### config.mk
export PLATFORM = sky130hd
export DESIGN_NAME = cond_pipe_unit
export DESIGN_NICKNAME = d
export VERILOG_FILES = /design/src/rtl/cond_pipe_unit.sv
export SDC_FILE = /design/constraint.sdc
export NUM_CORES = 1
export LEC_CHECK = 0
export CORE_UTILIZATION = 37
export CTS_BUF_LIST = sky130_fd_sc_hd__clkbuf_2 sky130_fd_sc_hd__clkbuf_4 sky130_fd_sc_hd__clkbuf_8
export DETAILED_ROUTE_END_ITERATION = 10
export PLACE_DENSITY_LB_ADDON = 0.25
export SLEW_MARGIN = 5
export SYNTH_ARGS = -nofsm -noshare
export SYNTH_HDL_FRONTEND = slang
export SYNTH_SLANG_ARGS = --single-unit
export TNS_END_PERCENT = 100
### constraint.sdc
create_clock -name clk -period 2.3 [get_ports clk]
set_input_delay 0.69 -clock clk [delete_from_list [all_inputs] [get_ports clk]]
set_output_delay 0.69 -clock clk [all_outputs]
set_load 0.05 [all_outputs]
### src/rtl/cond_pipe_unit.sv
// Execute-to-Memory condition stage: holds NZCV, evaluates the condition
// field of the Execute instruction, and registers the gated write/branch
// controls into the Memory stage with stall and flush support.
module cond_pipe_unit #(
    parameter logic [3:0] FLAG_RESET = 4'b0000
) (
    input  logic       clk,
    input  logic       reset,
    input  logic       en,
    input  logic       flush,
    input  logic       ValidE,
    input  logic [3:0] Cond,
    input  logic [3:0] ALUFlags,
    input  logic [1:0] FlagW,
    input  logic       PCS,
    input  logic       RegW,
    input  logic       MemW,
    input  logic       NoWrite,
    output logic       CondExE,
    output logic [3:0] Flags,
    output logic       ValidM,
    output logic       PCSrcM,
    output logic       RegWriteM,
    output logic       MemWriteM
);

    logic neg;
    logic zero;
    logic carry;
    logic ovf;
    logic live;

    assign neg   = Flags[3];
    assign zero  = Flags[2];
    assign carry = Flags[1];
    assign ovf   = Flags[0];

    // Decode the condition against the flags as they stood before this instruction
    always_comb begin
        CondExE = 1'b1;
        case (Cond)
            4'h0:    CondExE = zero;
            4'h1:    CondExE = ~zero;
            4'h2:    CondExE = carry;
            4'h3:    CondExE = ~carry;
            4'h4:    CondExE = neg;
            4'h5:    CondExE = ~neg;
            4'h6:    CondExE = ovf;
            4'h7:    CondExE = ~ovf;
            4'h8:    CondExE = carry & ~zero;
            4'h9:    CondExE = ~carry | zero;
            4'hA:    CondExE = (neg == ovf);
            4'hB:    CondExE = (neg != ovf);
            4'hC:    CondExE = ~zero & (neg == ovf);
            4'hD:    CondExE = zero | (neg != ovf);
            default: CondExE = 1'b1;
        endcase
    end

    // A real, unsquashed instruction whose condition passed
    assign live = ValidE & CondExE & ~flush;

    // Flag register: only live instructions write the selected flag pairs
    always_ff @(posedge clk) begin
        if (reset) begin
            Flags <= FLAG_RESET;
        end else if (en && live) begin
            if (FlagW[1]) begin
                Flags[3:2] <= ALUFlags[3:2];
            end
            if (FlagW[0]) begin
                Flags[1:0] <= ALUFlags[1:0];
            end
        end
    end

    // Memory-stage controls: flush loads zeros even while stalled
    always_ff @(posedge clk) begin
        if (reset) begin
            ValidM    <= 1'b0;
            PCSrcM    <= 1'b0;
            RegWriteM <= 1'b0;
            MemWriteM <= 1'b0;
        end else if (flush) begin
            ValidM    <= 1'b0;
            PCSrcM    <= 1'b0;
            RegWriteM <= 1'b0;
            MemWriteM <= 1'b0;
        end else if (en) begin
            ValidM    <= ValidE;
            PCSrcM    <= live & PCS;
            RegWriteM <= live & RegW & ~NoWrite;
            MemWriteM <= live & MemW;
        end
    end

endmodule

==> reports/metrics.yaml <==
slew_viol_final: 0
start_kind: "input pin"
status: "finished, violations left"
die_h_um: 41.1
yosysSeqAreaShare_pct: 28.3
drt_pass1_iterations: 4
cts.sinks: 8
core_area_mm2: 0.00137
via_count: 612
path_class: "input pin to output port"
grt_pass1_wl_um: 2250
hold_buffers: 0
dieArea_mm2: 0.00169
viasPerCell: 5.56
grt_pass1_vias: 570
grt_max_degree: 12
cts_made_buffers: 3
globalplace.congestion: 0.639
p_total_mw: 0.375
fin_ws_ns: -0.250
drive_above_1_share_pct: 26.3
diodes: 0
grt-ovfl-total: 0
wl_per_cell_um: 13.5
finalWirelength_um: 1490
rsz0062_at_grt: "true"
ys_warn_count: 0
drt_iter0_drc: 10
synthCells: 61
min_path_cells: 2
cpMaxStageDelayCell: "o32a_1"
area_growth_pct: 67.3
synth_seq_cells: 8
p_per_area_mw_per_mm2: 395
grtUsageTotal_pct: 20.7
ant_nets: 0
hold_viol: 0
synth_area_leaders: "dfxtp_1 (28%), mux2i_1 (8.8%), nand2b_1 (8.8%)"
numPortBuffers: 27
yosys.area.top_type: "dfxtp_1"
syn_area_um2: 567
synth_fp_nets: 80
yosysTopAreaCellShare_pct: 28.3
violations: "negative setup slack"
max_slew_margin_pct: 66.4
fmax_mhz: 392
drc_errors: 0
place_area_um2: 913
required_ns: 1.61
hold_slack_ns: 0.452
clock-root-buffer: "clkbuf_4"
postCtsSetupBuffers: 0
ioPinCount: 28
cts_tree: "built"
synth_cell_types: 31
cpPeakStageDelay_ns: 0.37
htree_levels: 1
skew_ns: 0.00694
clk_latency_ns: 0.26
power_leakage_nw: 0.378
clk_pin_slew_worst_paths_ns: 0.05
antenna_found_initial: 0
clockBufferDepth: 2
syn_avg_cell_area_um2: 9.29
hold_path.class: "flop to flop"
end_kind: "output port"
cp.arrival_ns: 1.86
cp_cell_sequence: "clkdlybuf4s15_2, mux2i_1, xor2_1, o32a_1, o2111ai_4, buf_12"
fillCellCount: 113
cap_violations: 0
rows: 13
ir_drop_mv: 0.272
r2r_cells: 7
period_needed_ns: 2.55
crit_path_max_fanout: 2
dp_hpwl_um: 1210
worst_slew_pin_slew_ns: 0.503
die_width_um: 41.1
start_util_pct: 41.5
post-route-period-util_pct: 111
finalSetupViolations: 1
finalInstanceArea_um2: 948
finalNetCount: 116
## cell usage in the layout (no fill, tap or decap), types with 2 or more instances in the layout
cell type | netlist | layout
nand4b_1 | 2 | 2
nand2b_1 | 8 | 8
a22o_1 | 2 | 2
buf_4 | 0 | 7
dfxtp_1 | 8 | 6
buf_2 | 0 | 2
xor2_1 | 3 | 3
clkbuf_4 | 0 | 3
mux2i_1 | 5 | 5
clkdlybuf4s50_1 | 0 | 22
nand2_1 | 5 | 5
or2b_1 | 2 | 2
nor3_1 | 2 | 2
nand3_2 | 2 | 2
dfxtp_2 | 0 | 2
and2_4 | 1 | 2
## area by class of cell
class	instances	area [um^2]	share of cell area, %
multi-input cells	49	412	43.4
inverters	1	3.75	0.396
flip-flops and latches	8	163	17.2
well taps	15	18.8	1.98
clock buffers	3	22.5	2.37
repair buffers	34	329	34.7
## state kept, by name (all words and copies together), names as in the netlist
| register | count |
|---|---|
| RegWriteM | 1 |
| Flags | 4 |
| ValidM | 1 |
| PCSrcM | 1 |
| MemWriteM | 1 |
## synthesized netlist by cell type
master and count:
xor2_1 3, o32a_1 1, o21ai_1 1, nand4bb_1 1, a22o_1 2, and2_1 1
o311ai_2 1, nand4b_1 2, nand3_1 1, or2b_1 2, or4b_1 1, nor2_1 1
nand2_1 5, and2_4 1, nor4bb_1 1, dfxtp_1 8, nand2b_1 8, o221ai_1 1
nor3_1 2, o2111ai_2 1, a211oi_1 1, a31oi_1 1, inv_1 1, nand3b_1 1
mux2i_1 5, nand3_2 2, a21oi_1 1, buf_6 2, and3_1 1, clkbuf_1 1
nor4b_1 1
## stage by stage
step | setup TNS [ns] | setup slack, ns | util (%) | cells
after CTS | -0.276 | -0.276 | 69.1 | 110
after detailed placement | -3.63 | -0.713 | 66.8 | 107
after global routing | -0.307 | -0.307 | 69.4 | 110
after floorplan | -0.209 | -0.140 | - | 61
final | -0.250 | -0.250 | 69.4 | 110
after global placement | -3.18 | -0.674 | 66.8 | 107
## worst max-delay path, delay by kind of cell
family / cells / cell delay (ns)
compound gates: 2 / 0.51
buf+inv: 2 / 0.36
xor+xnor: 1 / 0.09
mux: 1 / 0.20
## what timing repair did
action,in CTS,in global routing
cloned,0,0
resized for setup,19,1
pin swaps,6,2
endpoints found under the setup margin,8,1
## power by group
part | switching, mW | total (mW) | internal [mW] | leakage [nW]
Sequential | 0.00230 | 0.143 | 0.141 | 0.0656
Clock | 0.0495 | 0.109 | 0.0598 | 0.0138
Combinational | 0.0554 | 0.122 | 0.0667 | 0.298
Total | 0.107 | 0.375 | 0.267 | 0.378
## per-layer routing
| metal | vias up | part of all wire [%] | routed length (um) | track usage [%] |
|---|---|---|---|---|
| met5 | - | 0 | 0 | 0 |
| met3 | 4 | 4.5 | 67 | 3.80 |
| li1 | 298 | - | - | - |
| met4 | 0 | 1.3 | 19 | 12.1 |
| met2 | 23 | 53 | 794 | 39.1 |
| met1 | 287 | 41 | 609 | 20.7 |
## cell families (layout without fill, tap and decap cells)
logic type / count (synthesis) / after routing / synth area share, %
AO/OA/AOI/OAI: 10 / 10 / 16.1
XOR/XNOR: 3 / 3 / 4.64
buffers and inverters: 4 / 38 / 5.30
flip-flops: 8 / 8 / 28.3
multiplexers: 5 / 5 / 8.83
AND/OR/NAND/NOR: 31 / 31 / 36.9
## worst paths after layout
kind                                start   endpoint  slack (ns)
worst max register to register   Flags[3]  MemWriteM        0.33
worst min-delay path            RegWriteM  RegWriteM        0.45
worst max-delay path              Cond[1]    CondExE       -0.25
worst min register to register  RegWriteM  RegWriteM        0.45
Note: power is estimated with default switching activity, not from simulation.
